### config.mk
export PLATFORM = sky130hd
export DESIGN_NAME = serial_subtractor
export DESIGN_NICKNAME = d
export VERILOG_FILES = /design/src/rtl/serial_subtractor_pkg.sv /design/src/rtl/serial_subtractor_full_subtractor.sv /design/src/rtl/serial_subtractor.sv
export SDC_FILE = /design/constraint.sdc
export NUM_CORES = 1
export LEC_CHECK = 0
export CAP_MARGIN = 15
export CELL_PAD_IN_SITES_DETAIL_PLACEMENT = 0
export CELL_PAD_IN_SITES_GLOBAL_PLACEMENT = 1
export CORE_AREA = 2 2 91 93
export DETAILED_ROUTE_END_ITERATION = 10
export DIE_AREA = 0 0 93 95
export PLACE_DENSITY = 0.78
export SYNTH_ARGS = -nofsm -noshare
export SYNTH_HDL_FRONTEND = slang
export SYNTH_SLANG_ARGS = --single-unit
### constraint.sdc
create_clock -name clk -period 1.36 [get_ports clk]
set_clock_uncertainty 0.1 [all_clocks]
set_input_delay 0.272 -clock clk [delete_from_list [all_inputs] [get_ports clk]]
set_output_delay 0.272 -clock clk [all_outputs]
set_load 0.005 [all_outputs]
### src/rtl/serial_subtractor_pkg.sv
// Shared constants and state encoding for the bit-serial subtractor control.
package serial_subtractor_pkg;

    localparam int unsigned DefaultWidth = 16;

    typedef enum logic [1:0] {
        StIdle,
        StShift,
        StDone
    } state_e;

endpackage

### src/rtl/serial_subtractor_full_subtractor.sv
// Gate-level single-bit full subtractor: d = a - b - b_in, with borrow out.
module full_subtractor (
    input  logic a,
    input  logic b,
    input  logic b_in,
    output logic d,
    output logic b_out
);

    assign d     = a ^ b ^ b_in;
    assign b_out = (~a & b) | (~a & b_in) | (b & b_in);

endmodule

### src/rtl/serial_subtractor.sv
// Bit-serial subtractor: computes a - b LSB-first, one bit per clock, using a
// single full-subtractor cell and a stored borrow.
module serial_subtractor
    import serial_subtractor_pkg::*;
#(
    parameter int unsigned WIDTH = DefaultWidth
) (
    input  logic             clk,
    input  logic             rst,
    input  logic             start,
    input  logic [WIDTH-1:0] a,
    input  logic [WIDTH-1:0] b,
    output logic             busy,
    output logic             done,
    output logic [WIDTH-1:0] diff,
    output logic             borrow_out,
    output logic             ovf
);

    localparam int unsigned CntW = $clog2(WIDTH + 1);

    state_e state_q, state_d;

    logic [WIDTH-1:0] a_q, a_d;
    logic [WIDTH-1:0] b_q, b_d;
    logic [WIDTH-1:0] res_q, res_d;
    logic [CntW-1:0]  cnt_q, cnt_d;
    logic             borrow_q, borrow_d;
    logic             borrow_out_q, borrow_out_d;
    logic             ovf_q, ovf_d;
    logic             a_msb_q, a_msb_d;
    logic             b_msb_q, b_msb_d;

    logic fs_d;
    logic fs_b_out;
    logic last_bit;

    full_subtractor u_full_subtractor (
        .a     (a_q[0]),
        .b     (b_q[0]),
        .b_in  (borrow_q),
        .d     (fs_d),
        .b_out (fs_b_out)
    );

    assign last_bit = (cnt_q == CntW'(WIDTH - 1));

    // State register
    always_ff @(posedge clk) begin
        if (rst) begin
            state_q <= StIdle;
        end else begin
            state_q <= state_d;
        end
    end

    // Next-state logic
    always_comb begin
        state_d = state_q;
        case (state_q)
            StIdle:  if (start) state_d = StShift;
            StShift: if (last_bit) state_d = StDone;
            StDone:  state_d = StIdle;
            default: state_d = StIdle;
        endcase
    end

    // Status outputs decoded from state
    always_comb begin
        busy = (state_q != StIdle);
        done = (state_q == StDone);
    end

    // Datapath next-state: load on accepted start, one subtract/shift step per SHIFT cycle
    always_comb begin
        a_d          = a_q;
        b_d          = b_q;
        res_d        = res_q;
        cnt_d        = cnt_q;
        borrow_d     = borrow_q;
        borrow_out_d = borrow_out_q;
        ovf_d        = ovf_q;
        a_msb_d      = a_msb_q;
        b_msb_d      = b_msb_q;
        unique case (state_q)
            StIdle: begin
                if (start) begin
                    a_d      = a;
                    b_d      = b;
                    borrow_d = 1'b0;
                    cnt_d    = '0;
                    a_msb_d  = a[WIDTH-1];
                    b_msb_d  = b[WIDTH-1];
                end
            end
            StShift: begin
                res_d    = {fs_d, res_q[WIDTH-1:1]};
                a_d      = {1'b0, a_q[WIDTH-1:1]};
                b_d      = {1'b0, b_q[WIDTH-1:1]};
                borrow_d = fs_b_out;
                cnt_d    = cnt_q + CntW'(1);
                // On the final bit fs_d is the result MSB, so flags can be set here
                if (last_bit) begin
                    borrow_out_d = fs_b_out;
                    ovf_d        = (a_msb_q != b_msb_q) && (fs_d != a_msb_q);
                end
            end
            default: ;
        endcase
    end

    // Datapath registers
    always_ff @(posedge clk) begin
        if (rst) begin
            a_q          <= '0;
            b_q          <= '0;
            res_q        <= '0;
            cnt_q        <= '0;
            borrow_q     <= 1'b0;
            borrow_out_q <= 1'b0;
            ovf_q        <= 1'b0;
            a_msb_q      <= 1'b0;
            b_msb_q      <= 1'b0;
        end else begin
            a_q          <= a_d;
            b_q          <= b_d;
            res_q        <= res_d;
            cnt_q        <= cnt_d;
            borrow_q     <= borrow_d;
            borrow_out_q <= borrow_out_d;
            ovf_q        <= ovf_d;
            a_msb_q      <= a_msb_d;
            b_msb_q      <= b_msb_d;
        end
    end

    assign diff       = res_q;
    assign borrow_out = borrow_out_q;
    assign ovf        = ovf_q;

endmodule
Word level (Yosys, flattened, before mapping)
Index checks and enable logic that the tools add are counted.

cells by class
  add/subtract/negate cells = 1
  eq/ne operators = 7
  muxes and demuxes = 11
  bitwise gates (word level) = 8
  reduce and logical (&&, ||, !) cells = 8

operators with widths
  cell                                                                    count
  16-bit one-hot mux with 2 select lines                                  2
  16-bit 2-to-1 mux                                                       2
  5-bit one-hot mux with 2 select lines                                   1
  2-bit AND reduction                                                     4
  5-bit by 1-bit adder with 5-bit output (second input constant)          1
  5-bit by 4-bit equality test with 1-bit output (second input constant)  1
  5-bit 2-to-1 mux                                                        1
  2-bit 2-to-1 mux                                                        2
  2-bit != test (second input constant)                                   2
  2-bit one-hot mux with 2 select lines                                   1
  2-bit nonzero test                                                      2
  1-bit AND                                                               3
  2-bit by 1-bit equality test with 1-bit output (second input constant)  1
  2-bit equality test (second input constant)                             1
  2-bit zero test                                                         1
  1-bit != test                                                           2
  1-bit bitwise OR                                                        2
  1-bit one-hot mux with 2 select lines                                   1
  1-bit XOR                                                               2
  1-bit logical AND                                                       1
  1-bit 2-to-1 mux                                                        1
  1-bit inverter                                                          1

word-level totals
  register bits after elaboration = 60
  input port bits = 35
  output and inout bits = 20

Longest topological paths before layout
  word-level depth = 5
  mapped depth = 6

By module
A second synthesis with hierarchy kept.

unflattened totals
  cells, all modules = 305
  area, all modules = 2637.5 um^2

modules (own cells, without submodules)
  module             times used  cells an instance  area an instance (um^2)
  serial_subtractor  1           302                2610.0
  full_subtractor    1           3                  27.5

Worst setup path after synthesis
Ideal clock, no wire load.

  path type = flip-flop to flip-flop
  start = register cnt_q[0]
  end = register ovf_q, in the netlist ovf
  library setup time = 87 ps
  arrival time = 1265 ps
  data required time = 1173 ps
  setup slack = -91 ps
  stages on the path, launching flop included = 7
  period minus slack after synthesis = 1451 ps
  cells stage by stage = dfxtp_1 > ha_1 > and3_1 > ha_1 > nand3b_1 > a21oi_1 > a211oi_1

on the way
  longest elaborated chain between the ends = 2

RTL lines
  element                                         line                      text
  from (decl)                                     serial_subtractor.sv:27   logic [CntW-1:0] cnt_q, cnt_d;
  from (signal assigned)                          serial_subtractor.sv:128  cnt_q <= cnt_d;
  5-bit by 4-bit equality test with 1-bit output  serial_subtractor.sv:46   assign last_bit = (cnt_q == CntW'(WIDTH - 1));
  2-bit AND reduction (no source line)            n/a
  to (signal assigned)                            serial_subtractor.sv:131  ovf_q <= ovf_d;
  to (decl)                                       serial_subtractor.sv:30   logic ovf_q, ovf_d;

Every way passes these cells.
A chain may end at the register's enable or synchronous reset.

Final worst setup path
  start = register state_q[0]
  end = register a_q[7]

on the way
  longest elaborated chain between the ends = 3

RTL lines
  element                                                                                   line                      text
  from (decl)                                                                               serial_subtractor.sv:22   state_e state_q, state_d;
  from (signal assigned)                                                                    serial_subtractor.sv:51   state_q <= StIdle;
  from (signal assigned)                                                                    serial_subtractor.sv:53   state_q <= state_d;
  2-bit by 1-bit equality test with 1-bit output / 2-bit zero test (equally long branches)  serial_subtractor.sv:85   unique case (state_q)
  2-bit nonzero test (no source line) / 2-bit != test (equally long branches)               n/a
  2-bit AND reduction (no source line)                                                      n/a
  to (signal assigned)                                                                      serial_subtractor.sv:115  a_q <= '0;
  to (signal assigned)                                                                      serial_subtractor.sv:125  a_q <= a_d;
  to (decl)                                                                                 serial_subtractor.sv:24   logic [WIDTH-1:0] a_q, a_d;

Several ways; a longest one is shown, not always the timed one.

==> results.txt <==
port buffer count -> 54
Longest Clk Path Bufs -> 2
Max-cap violations -> 0
clock tree root driver cell -> clkbuf_8
GRT overflow -> 0
Hold Slack -> 0.295 ns
Setup TNS -> -4.87 ns
CTS tree -> done
first-pass GRT wire length -> 11.4 mm
RSZ-0062 raised after global routing -> true
Slew Limit Headroom -> 0.783
total I/O pin count -> 55
Crit-path slowest cell -> dfxtp_4
Worst Setup End Kind -> register
row count -> 33
GRT Overall Usage -> 0.166
WP data required -> 1.52 ns
Layout Nets -> 423
Yosys reg bits -> 60
Routability Congestion -> 0.731
Synth top area share -> 0.462
Reg clk slew, reported paths -> 0.07 ns
crit-path cells -> buf_6 -> buf_6 -> o21bai_4 -> buf_12 -> buf_6 -> buf_6 -> a21oi_2 -> a211oi_2
most frequent CP cell -> buf_6
DIE WIDTH -> 93 µm
Max rail drop VDD -> 521 µV
Routed Antenna Nets -> 0
Finish-stage setup viols -> 45
CTS H-tree depth -> 3
Min-Delay Path Class -> primary input to register
pwr dens -> 1060 nW/µm²
Async SR Flop Fraction -> 0
count leader, synth -> nand2_1
final wirelength -> 7.45 mm
violated checks -> negative setup slack
YS warnings -> 0
layout cells sized above 1 -> 0.400
Core Region -> 7930 µm²
vias in the first global route -> 2,449
worst-path fanout max -> 6
final worst slack -> -0.186 ns
clock sinks -> 60
total CTS buffers -> 9
Vias -> 2,452
CP max stage delay -> 0.35 ns
initial antenna violation count -> 0
DRT iter0 DRCs -> 127
Syn Area/Cell -> 8.66 µm²
Primary FF master, synth -> dfxtp_1
Vias/cell -> 4.95
largest net degree at the start of global routing -> 48
cells after synthesis -> 300
Ant. Diodes -> 0
detailed placement HPWL -> 3.91 mm
CTS Hold Bufs -> 0
Final period util -> 1.14
LEAKAGE -> 1.66 nW
sequential fraction of the synthesis area -> 0.462
Die Area -> 8840 µm²
pre-CTS WS -> -0.268 ns
Least-Margin Pin Slew -> 0.324 ns
status -> finished, violations left
top cells by count, synth -> nand2_1, dfxtp_1, a21oi_1
drt first pass iters -> 4
cell taking the most area after synthesis -> dfxtp_1
syn_nets -> 338
synth unique cells -> 30
Worst-Skew Late Latency -> 0.34 ns
final hold viol count -> 0
Period minus WS final -> 1.55 ns
Post-synth EDFFs -> 0
max-slew violation count -> 0
# DRC -> 0
mapped cell area -> 2600 µm²
Area contributors post-synth -> dfxtp_1, a211oi_2, a21oi_1
R2R Setup Slk -> -0.19 ns
Die H -> 95 µm
CP startpoint kind -> register
critical path class -> register to register
WL/cell -> 15.1 µm
Layout area overhead -> 61.1%
Max Fclk -> 647 MHz
starting density of the core -> 0.328
Data arrival, critical path -> 1.71 ns
[critical path, delay by kind of cell (launching register included)]
| kind | cells | cell delay, ns |
|---|---|---|
| AOI/OAI and AO/OA | 3 | 0.41 |
| buffers and inverters | 5 | 0.61 |
| DFF | 1 | 0.35 |
[where the power goes]
| part | leakage (nW) | internal [mW] | switching (mW) | total (mW) |
|---|---|---|---|---|
| sequential | 0.501 | 1.86 | 0.0681 | 1.92 |
| clock | 0.102 | 0.940 | 0.693 | 1.63 |
| combinational | 1.06 | 0.468 | 0.408 | 0.877 |
[placed cells by master, fill, tap and decap left out, types with 12 or more instances in the layout]
cell / instances
nand2_1: 61
dfxtp_1: 41
nor2_1: 37
clkdlybuf4s50_1: 33
a211oi_2: 32
a21oi_1: 30
dfxtp_2: 18
buf_4: 17
dlygate4sd2_1: 16
a21oi_2: 14
buf_6: 12
[what timing repair did]
item,in CTS,in global routing
setup endpoints to repair,51,66
resized for setup,82,34
gates cloned,3,6
pin swaps,27,21
setup buffers,10,5
[worst paths after layout]
kind               from  endpoint  depth (start not counted)
max          state_q[0]    a_q[7]                          8
min                 rst   b_q[11]                          3
max reg2reg  state_q[0]    a_q[7]                          8
min reg2reg     diff[0]   diff[0]                          2
[layout make-up]
type,count,area (µm²)
Inverter,2,7.51
Fill cell,750,3740
Timing Repair Buffer,100,1130
Sequential cell,60,1230
Multi-Input combinational cell,212,1480
Tap cell,105,131
Clock inverter,4,47.5
Clock buffer,12,155
[per-layer routing]
layer | vias to the layer above | wire length, µm | global-route usage
met5 | - | 0 | 0
met4 | 0 | 131 | 0.0772
met3 | 12 | 396 | 0.0527
met2 | 59 | 3560 | 0.264
met1 | 1180 | 3370 | 0.207
li1 | 1201 | - | -
[kinds of logic (layout without fill, tap and decap cells)]
logic type | Yosys count | count (layout) | share of synthesized area
compound gates | 92 | 92 | 0.273
fa+ha+maj | 3 | 3 | 0.0173
buf+inv | 28 | 118 | 0.0597
flops | 60 | 60 | 0.462
mux | 2 | 2 | 0.00771
simple gates | 115 | 115 | 0.180
[stage by stage]
step	utilization	instances	cell area [µm²]	power (mW)
after global routing	0.528	495	4180	4.66
after CTS	0.495	485	3920	4.36
after detailed placement	0.428	456	3390	2.57
after global placement	0.428	456	3390	2.56
final	0.528	495	4180	4.43
after floorplan	-	300	2620	2.32
[sequential cells by signal, indices dropped and copies added, names as in the netlist]
signal / count
a_q: 16
b_q: 16
diff: 16
cnt_q: 5
state_q: 2
a_msb_q: 1
b_msb_q: 1
borrow_out: 1
borrow_q: 1
ovf: 1
No activity file was read; power rests on OpenSTA's default activity.
